[src/rtl/rescale_arbiter.sv]
// ---------------------------------------------------------------------------
// rescale_arbiter
//
// Purpose:
//   Shares one external Rescale pipeline (multiply by M0, shift by N,
//   saturate to int8) among NUM_REQ requesters. One 32-bit accumulator per
//   cycle is round-robin granted into the pipeline. A tag shift register of
//   PIPE_LAT stages follows each item so its int8 result leaves on a single
//   valid/ready output together with the id of the requester it belongs to.
//   Backpressure freezes the tag pipe and the shared unit via rs_en.
//
// Optional build feature:
//   RESCALE_ARB_PRIO_EN - when defined, requester 0 (bias/priority channel)
//   has strict priority and its grants leave the round-robin pointer alone.
//   When undefined, arbitration is pure round-robin over all requesters.
//
// Ports:
//   clk          clock
//   rst_b        synchronous reset, active-high
//   req_valid    per-requester data valid
//   req_data     per-requester signed accumulators, requester i at [32*i +: 32]
//   req_ready    one-hot grant (combinational)
//   rs_en        enable to the shared Rescale pipeline
//   rs_data_in   accumulator issued to the pipeline (0 when no grant)
//   rs_data_out  signed int8 result from the pipeline
//   out_valid    result valid
//   out_id       requester id of the result
//   out_data     signed int8 result
//   out_ready    downstream accept
//   busy         at least one item in flight
// ---------------------------------------------------------------------------
module rescale_arbiter #(
  parameter int NUM_REQ  = 4,
  parameter int ID_W     = 2,
  parameter int PIPE_LAT = 2
) (
  input  logic                    clk,
  input  logic                    rst_b,
  input  logic [NUM_REQ-1:0]      req_valid,
  input  logic [32*NUM_REQ-1:0]   req_data,
  output logic [NUM_REQ-1:0]      req_ready,
  output logic                    rs_en,
  output logic [31:0]             rs_data_in,
  input  logic [7:0]              rs_data_out,
  output logic                    out_valid,
  output logic [ID_W-1:0]         out_id,
  output logic [7:0]              out_data,
  input  logic                    out_ready,
  output logic                    busy
);

  localparam int LAST = PIPE_LAT - 1;

  typedef struct packed {
    logic            v;
    logic [ID_W-1:0] id;
  } tag_t;

  tag_t [PIPE_LAT-1:0] tag_q, tag_d;
  logic [ID_W-1:0]     ptr_q, ptr_d;

  logic [NUM_REQ-1:0]  above_ptr;
  logic [ID_W-1:0]     rr_id;
  logic                prio_hit;
  logic                gnt;
  logic [ID_W-1:0]     gnt_id;

  // The whole pipe freezes only while the head result waits for acceptance;
  // accepting the head and granting a new item in the same cycle is allowed.
  assign rs_en = !(tag_q[LAST].v && !out_ready);

  // Round-robin pick: the lowest valid index at or above the pointer wins;
  // if none exists the search wraps and the lowest valid index overall wins.
  always_comb begin
    // NOTE: every combinational output gets a default first, so no path
    // leaves a variable unassigned and no latch is inferred.
    above_ptr = '0;
    rr_id     = '0;
    for (int i = 0; i < NUM_REQ; i++) begin
      above_ptr[i] = req_valid[i] && (ID_W'(i) >= ptr_q);
    end
    // Scan high-to-low so the lowest qualifying index is written last.
    for (int i = NUM_REQ - 1; i >= 0; i--) begin
      if (req_valid[i]) rr_id = ID_W'(i);
    end
    for (int i = NUM_REQ - 1; i >= 0; i--) begin
      if (above_ptr[i]) rr_id = ID_W'(i);
    end
  end

  // Grant decision. No grant while stalled or while reset is asserted.
  always_comb begin
`ifdef RESCALE_ARB_PRIO_EN
    prio_hit = req_valid[0];
`else
    prio_hit = 1'b0;
`endif
    gnt    = 1'b0;
    gnt_id = '0;
    if (rs_en && !rst_b) begin
      if (prio_hit) begin
        gnt    = 1'b1;
        gnt_id = '0;
      end else if (|req_valid) begin
        gnt    = 1'b1;
        gnt_id = rr_id;
      end
    end
  end

  // Pointer moves past the granted requester; priority grants leave it alone.
  always_comb begin
    ptr_d = ptr_q;
    if (gnt && !prio_hit) begin
      ptr_d = (gnt_id == ID_W'(NUM_REQ - 1)) ? '0 : gnt_id + 1'b1;
    end
  end

  // One-hot ready and the data mux into the shared unit.
  always_comb begin
    req_ready  = '0;
    rs_data_in = '0;
    for (int i = 0; i < NUM_REQ; i++) begin
      if (gnt && (gnt_id == ID_W'(i))) begin
        req_ready[i] = 1'b1;
        rs_data_in   = req_data[32*i +: 32];
      end
    end
  end

  // Tag pipe mirrors the shared unit's stages: it shifts exactly when the
  // unit does, so the head tag always describes rs_data_out.
  always_comb begin
    tag_d = tag_q;
    if (rs_en) begin
      tag_d[0] = '{v: gnt, id: gnt_id};   // gnt_id is 0 on a bubble
      for (int k = 1; k < PIPE_LAT; k++) begin
        tag_d[k] = tag_q[k-1];
      end
    end
  end

  always_comb begin
    busy = 1'b0;
    for (int k = 0; k < PIPE_LAT; k++) begin
      busy = busy | tag_q[k].v;
    end
  end

  // NOTE: state registers use non-blocking assignments so every register
  // samples the values from before this edge, independent of block order.
  always_ff @(posedge clk) begin
    if (rst_b) begin
      tag_q <= '0;
      ptr_q <= '0;
    end else begin
      tag_q <= tag_d;
      ptr_q <= ptr_d;
    end
  end

  assign out_valid = tag_q[LAST].v;
  assign out_id    = tag_q[LAST].id;
  assign out_data  = rs_data_out;

endmodule

[config.mk]
export PLATFORM = sky130hd
export DESIGN_NAME = rescale_arbiter
export DESIGN_NICKNAME = d
export VERILOG_FILES = /design/src/rtl/rescale_arbiter.sv
export SDC_FILE = /design/constraint.sdc
export NUM_CORES = 1
export LEC_CHECK = 0
export ABC_AREA = 1
export CAP_MARGIN = 20
export CORE_MARGIN = 1
export CORE_UTILIZATION = 32
export CTS_CLUSTER_DIAMETER = 30
export DETAILED_ROUTE_END_ITERATION = 6
export PLACE_DENSITY_LB_ADDON = 0.12
export SYNTH_ARGS = -nofsm -noshare
export SYNTH_HDL_FRONTEND = slang
export SYNTH_SLANG_ARGS = --single-unit
[constraint.sdc]
create_clock -name clk -period 2.67 [get_ports clk]
set_clock_uncertainty 0.1 [all_clocks]
set_input_delay 0.534 -clock clk [delete_from_list [all_inputs] [get_ports clk]]
set_output_delay 0.534 -clock clk [all_outputs]
set_load 0.1 [all_outputs]
; Word-level counts from Yosys, hierarchy flattened
; Index checks and enable logic that the tools add are counted.
; W data, S select, Z words.
[word_totals]
inputBits = 143
out_inout_bits = 49
elab_cells = 50
ff_bits = 8
[classes]
addsub = 1
reduce_logical = 15
bitwise_logic = 1
n_eq_ne = 3
mux = 21
order_cmp = 4
[op_table]
columns = op, n
row1 = $mux W32, 4
row2 = $mux W2, 11
row3 = $logic_and A1 B1 Y1, 10
row4 = $mux W1, 6
row5 = $eq A2 B2 Y1 const B, 2
row6 = $ge A1 B2 Y1 const A, 2
row7 = $ge A2 B2 Y1 const A, 2
row8 = $reduce_or A4 Y1, 1
row9 = $logic_not A1 Y1, 3
row10 = $add A2 B1 Y2 const B, 1
row11 = $eq A2 B1 Y1 const B, 1
row12 = $logic_not A2 Y1, 1
row13 = $or A1 B1 Y1, 1

; Depth between registers and ports, before layout
; Gate-level depths: netlist of the first run.
[depth]
depth_word = 16
depth_mapped = 16
ltp_nobuf = 12

; Worst setup path after synthesis of the first run
; OpenSTA, ideal clock, no wires.
[synth_timing]
path_kind = register to output
start = reg tag_q (netlist bit out_valid)
end = out req_ready[1]
n_path_buf = 3
path_slack_ps = -1492
stages_incl_launch_ff = 11
required_time_ps = 2036
arrival_ps = 3528
cell_sequence = dfxtp_1 a21oi_4 buf_6 nand2_4 nor2_1 nand3b_1 ha_1 buf_2 buf_1 inv_1 nor2_1
[synth_between]
elab_chain_len = 7
elab_cells_between_ends = 8
classes_between = eq/ne (1) / mux (3) / reduce/logical (4)
[synth_rtl]
columns = item, line_no
row1 = start: declaration, 59  ; tag_t [PIPE_LAT-1:0] tag_q, tag_d;
row2 = start signal: assignment, 157  ; tag_q <= tag_d;
row3 = $logic_and A1 B1 Y1 (*), 70  ; assign rs_en = !(tag_q[LAST].v && !out_ready);
row4 = $logic_not A1 Y1 (*), 70
row5 = $logic_and A1 B1 Y1 (*), 100  ; if (rs_en && !rst_b) begin
row6 = $mux W2, 100
row7 = $eq A2 B1 Y1, 124  ; if (gnt && (gnt_id == ID_W'(i))) begin
row8 = $logic_and A1 B1 Y1 (*), 124
row9 = $mux W1 (*), 124
row10 = end: declaration, 41  ; output logic [NUM_REQ-1:0] req_ready,
; Mark *: on every way between the ends. The rest lies on a longest branch, timed or not.

; Worst setup path in the final report of the first run
[layout_timing]
start = in out_ready
end = out rs_data_in[20]
[layout_between]
elab_chain_len = 11
elab_cells_between_ends = 18
classes_between = eq/ne (3) / mux (6) / reduce/logical (9)
[layout_rtl]
columns = item, line_no
row1 = start: declaration, 48  ; input logic out_ready,
row2 = $logic_not A1 Y1 (*), 70
row3 = $logic_and A1 B1 Y1 (*), 70
row4 = $logic_not A1 Y1 (*), 70
row5 = $logic_and A1 B1 Y1 (*), 100
row6 = $mux W2, 100
row7 = $logic_not A2 Y1, 124
row8 = $logic_and A1 B1 Y1, 124
row9 = $mux W32 (3 in a row), 124
row10 = $mux W32 (*), 124
row11 = end: declaration, 43  ; output logic [31:0] rs_data_in,
; Marked as above.

==> results of run 1 <==
## Yosys cell counts, drive strengths merged
cell / instances
a22oi: 1
buf: 45
inv: 109
o21ai: 5
dfxtp: 8
nor3b: 1
nor3: 1
clkbuf: 11
nand4: 96
o21bai: 1
nor2: 41
nand2: 138
ha: 4
a21oi: 3
or2: 1
nand3b: 1
nand3: 38
## power by group through the flow
stage / Combinational [mW] / Clock [mW] / Sequential, mW
after floorplan: 1.26 / 0 / 0.153
after global placement: 1.84 / 0 / 0.144
after detailed placement: 1.86 / 0 / 0.145
after CTS: 2.10 / 0.156 / 0.146
after global routing: 2.35 / 0.165 / 0.149
final: 2.27 / 0.155 / 0.148
## metal layers
metal / global-route usage / vias to the layer above / routed length, um
met2: 0.533 / 248 / 7370
met5: 0 / - / 0
met3: 0.0421 / 75 / 938
li1: - / 1986 / -
met1: 0.325 / 2036 / 5400
met4: 0.108 / 0 / 690
## what timing repair did
item,in CTS,in global routing
pin swaps,53,69
resized for setup,146,86
cloned,9,3
buffers inserted,21,3
setup endpoints to repair,36,36
## worst paths after layout
path         slack, ns        endpoint  cells past startpoint      start
min               0.38       out_valid                      2   tag_q[2]
min reg2reg       0.38       out_valid                      2   tag_q[2]
max reg2reg       0.75        tag_q[1]                     11  out_valid
max              -0.45  rs_data_in[20]                     15  out_ready
## registers in the layout (all words and copies together) (netlist names)
name / count
out_valid: 1
ptr_q: 2
tag_q: 3
out_id: 2
## cells by family after synthesis
group / count (synthesis) / share of synthesized area
buf+inv: 165 / 0.291
compound gates: 10 / 0.0263
fa+ha+maj: 4 / 0.0198
flops: 8 / 0.0635
simple gates: 317 / 0.600
## worst register-to-register path, cell delays in order, from the launching register on
cell	delay, ns
dfxtp_4	0.36
a21oi_4	0.22
nand2_8	0.08
nor2_4	0.08
nand3b_1	0.15
buf_6	0.17
buf_4	0.13
buf_4	0.12
buf_4	0.12
buf_4	0.12
buf_4	0.12
o21ai_0	0.07
## cell type report
class | instances | area (um2)
inverters | 109 | 425
multi-input cells | 331 | 3000
well taps | 102 | 128
fillers | 356 | 913
clock buffers | 4 | 45.0
flip-flops and latches | 8 | 166
repair buffers | 236 | 3010
## through the flow
| step | instances | power [mW] | worst slack (ns) | hold slack (ns) | area [um2] |
|---|---|---|---|---|---|
| after floorplan | 504 | 1.42 | -0.174 | 0.331 | 3270 |
| after global placement | 753 | 1.98 | -0.695 | 0.349 | 5410 |
| after detailed placement | 753 | 2.01 | -0.765 | 0.364 | 5410 |
| after CTS | 786 | 2.40 | -0.365 | 0.372 | 6290 |
| after global routing | 790 | 2.66 | -0.516 | 0.402 | 6770 |
| final | 790 | 2.57 | -0.448 | 0.379 | 6770 |
==> flow_metrics.tcl, run 1 <==
set metrics [dict create \
    finalSetupViolations 36 \
    total_leakage_power_nw 3.14 \
    outcome "finished with violations" \
    internal_power_mw 1.21 \
    syn_inst 504 \
    boundaryPins 192 \
    via_count 4345 \
    dp_hpwl_um 7740 \
    max_stage_delay_ns 0.20 \
    grt_pass1_vias 4005 \
    arrival_ns 2.48 \
    synth_area_leaders "nand4_1, nand2_1, inv_1" \
    crit_required_ns 2.04 \
    syn_nets 651 \
    layout_commonest_cell "clkdlybuf4s50_1" \
    hold_viol_final 0 \
    ant_nets 0 \
    worstHoldPathType "flop to flop" \
    end_kind "output port" \
    cpLargestDelayFamily "simple AND/OR/NAND/NOR gates" \
    layout-drive-gt1-share 0.400 \
    layout.core_utilization 0.881 \
    dieArea_um2 8250 \
    ctsHoldBuffers 0 \
    placementRows 32 \
    dieHeight_um 90.8 \
    synthesis.area_um2 2520 \
    antenna_found_initial 0 \
    finalMaxSlewViolations 0 \
    crit_chain "buf_8 -> inv_4 -> a21oi_4 -> nand2_8 -> nor2_4 -> nand3b_1 -> buf_6 -> ha_4 -> buf_12 -> nor2_1 -> nand4_1 -> nand3_4 -> nand2_4 -> nand2_8 -> buf_12" \
    min_period_ns 3.12 \
    swShare 0.531 \
    routed_wl_um 14400 \
    gp_congestion 0.820 \
    violations "setup timing" \
    ir_worst_vdd_mv 0.381 \
    period_share 1.17 \
    overflow 0 \
    placeableCoreArea_um2 7690 \
    cp_slowest_cell "nand4_1" \
    crit_buf_inv 5 \
    synth_top_area_frac 0.238 \
    synth_seq_area_share 0.0635 \
    max_clock_freq_ghz 0.321 \
    wl_per_cell_um 18.2 \
    clockRootBuffer "clkbuf_8" \
    htree_levels 1 \
    clkLatencyLatePin_ns 0.23 \
    yosys_register_bits 8 \
    num_antenna_cells 0 \
    cts_tree "built" \
    p_per_area_nw_per_um2 380 \
    nets 836 \
    clk_pin_slew_ns 0.05 \
    first_iter_violations 259 \
    critical_path_peak_fanout 29 \
    worst_slack_ns -0.448 \
    initial_core_util 0.328 \
    pwr-share-comb 0.882 \
    pwr-share-seq 0.057 \
    cts.path.max_buffers 2 \
    drc 0 \
    start_kind "input pin" \
    cts.sinks 8 \
    via_per_inst 5.50 \
    synth_cell_types 25 \
    cts_made_buffers 3 \
    grt_max_degree 53 \
    p_switching_mw 1.37 \
    syn2layout_area_growth_pct 168 \
    grt_pass1_wl_um 19400 \
    die_w_um 90.8 \
    firstDrtPassIters 5 \
    grt.total_usage 0.286 \
    cap_violations 0 \
    synth_area_leader_cell "nand4_1" \
    max_slew_margin 0.617 \
    mostFrequentLayoutCells "clkdlybuf4s50_1, inv_1, nand4_1, nand2_1, buf_12" \
    worstMarginPinSlew_ns 0.575 \
    ys.warnings.count 0 \
    p_clk_frac 0.060 \
    syn_area_per_cell_um2 5.01 \
    crit_type "input pin to output port" \
    rsz0062_at_grt "yes" \
    setup_tns_ns -13.19 \
    port_buffers 175 \
]
Note: power is estimated with default switching activity, not from simulation.
==> inputs of run 2 (changes only) <==
Settings changed: CAP_MARGIN 20 to 10, CTS_CLUSTER_SIZE set to 24.
==> results of run 2 <==
Same layout as run 1: the final DEF is identical, and so are final timing and power.
==> inputs of run 3 (changes only) <==
Settings changed: CORE_MARGIN 1 to 2.
==> flow_metrics.tcl, run 3 (same netlist as run 1, synthesis figures left out) <==
set metrics [dict create \
    post-place-ws_ns -0.745 \
    internal_power_mw 1.17 \
    finalSetupViolations 36 \
    layout-drive-gt1-share 0.351 \
    setup_tns_ns -14.91 \
    drc 0 \
    grt_max_degree 61 \
    layout_commonest_cell "clkdlybuf4s50_1" \
    dieArea_um2 8610 \
    syn2layout_area_growth_pct 151 \
    worstHoldPathType "flop to flop" \
    regMostFlops "tag_q" \
    clockRootBuffer "clkbuf_8" \
    port_buffers 175 \
    nets 829 \
    hold_slack_ns 0.374 \
    swShare 0.528 \
    cts_made_buffers 3 \
    min_period_ns 3.17 \
    cap_violations 0 \
    num_antenna_cells 0 \
    firstDrtPassIters 5 \
    p_clk_frac 0.065 \
    antenna_found_initial 0 \
    grt_pass1_vias 3870 \
    grt.total_usage 0.270 \
    overflow 0 \
    placeableCoreArea_um2 7690 \
    initial_core_util 0.328 \
    cts.sinks 8 \
    max_slew_margin 0.679 \
    pwr-share-comb 0.876 \
    hold_viol_final 0 \
    ant_nets 0 \
    gp_congestion 0.888 \
    nFillCells 486 \
    via_per_inst 5.34 \
    cts.path.max_buffers 2 \
    dp_hpwl_um 7650 \
    critical_path_peak_fanout 8 \
    placementRows 32 \
    pwr-share-seq 0.058 \
    via_count 4181 \
    violations "setup timing" \
    routed_wl_um 13500 \
    ir_worst_vdd_mv 0.452 \
    clk_pin_slew_ns 0.05 \
    die_w_um 92.8 \
    ctsHoldBuffers 0 \
    worst_slack_ns -0.501 \
    first_iter_violations 238 \
    finalMaxSlewViolations 0 \
    htree_levels 1 \
    totalPowerFinal_mw 2.48 \
    total_leakage_power_nw 2.95 \
    p_per_area_nw_per_um2 391 \
    crit_required_ns 2.04 \
    wl_per_cell_um 17.2 \
    place_inst 748 \
    final_cells 783 \
    clkLatencyLatePin_ns 0.24 \
    p_switching_mw 1.31 \
    start_kind "input pin" \
    mostFrequentLayoutCells "clkdlybuf4s50_1, inv_1, nand4_1, nand2_1, buf_12" \
    largest_reg_flops 3 \
    cts_tree "built" \
    grt_pass1_wl_um 18900 \
    crit_type "input pin to output port" \
    worstMarginPinSlew_ns 0.481 \
    rsz0062_at_grt "yes" \
    arrival_ns 2.54 \
    period_share 1.19 \
    max_clock_freq_ghz 0.315 \
    end_kind "output port" \
    dieHeight_um 92.8 \
    boundaryPins 192 \
    outcome "finished with violations" \
]
==> run 3: through the flow <==
| step | cell area (um2) | util |
|---|---|---|
| after floorplan | 3270 | - |
| after global placement | 5390 | 0.701 |
| after detailed placement | 5390 | 0.701 |
| after CTS | 5890 | 0.767 |
| after global routing | 6340 | 0.825 |
| final | 6340 | 0.825 |
==> run 3: path summary, 6_finish.rpt <==
| check | slack (ns) | to | depth (start not counted) | startpoint |
|---|---|---|---|---|
| max | -0.50 | rs_data_in[22] | 16 | out_ready |
| min | 0.37 | out_id[0] | 2 | tag_q[0] |
| max reg2reg | 0.94 | ptr_q[1] | 9 | out_valid |
| min reg2reg | 0.37 | out_id[0] | 2 | tag_q[0] |
==> run 3: cell type report <==
cell class	count	area, um2	share of cell area
clock buffer	4	45.0	0.00710
inverter	109	425	0.0671
multi-input combinational	331	2600	0.410
sequential	8	164	0.0258
tap	102	128	0.0201
timing repair buffer	229	2980	0.470
==> run 3: power groups by stage <==
stage,sequential [mW],combinational [mW],clock [mW]
after floorplan,0.153,1.26,0
after global placement,0.144,1.84,0
after detailed placement,0.144,1.86,0
after CTS,0.143,2.00,0.165
after global routing,0.146,2.26,0.168
final,0.145,2.17,0.162
==> run 3: worst max-delay path: stages <==
cell and delay [ns]:
buf_8 0.08, inv_4 0.03, a21oi_4 0.21, nand2_8 0.09, nor2_4 0.09, nand3b_1 0.14, buf_4 0.17, ha_4 0.20
buf_6 0.14, buf_6 0.11, buf_16 0.13, nand4_1 0.12, nand3_1 0.13, nand2_2 0.15, nand2_8 0.06, buf_12 0.16
==> run 3: layer usage <==
| layer | wire (um) | track usage | part of all wire | vias to the layer above |
|---|---|---|---|---|
| met2 | 6830 | 0.478 | 0.51 | 243 |
| met4 | 427 | 0.0895 | 0.032 | 0 |
| met5 | 0 | 0 | 0 | - |
| met1 | 5020 | 0.333 | 0.37 | 1920 |
| met3 | 1170 | 0.0391 | 0.087 | 46 |
| li1 | - | - | - | 1972 |
==> run 3: timing repair <==
item / 4_1_cts / 5_1_grt
pin swaps: 29 / 52
cloned: 9 / 8
gates resized for setup: 73 / 73
buffers inserted: 9 / 11
setup endpoints to repair: 36 / 36
endpoints found under the hold margin: 0 / 0
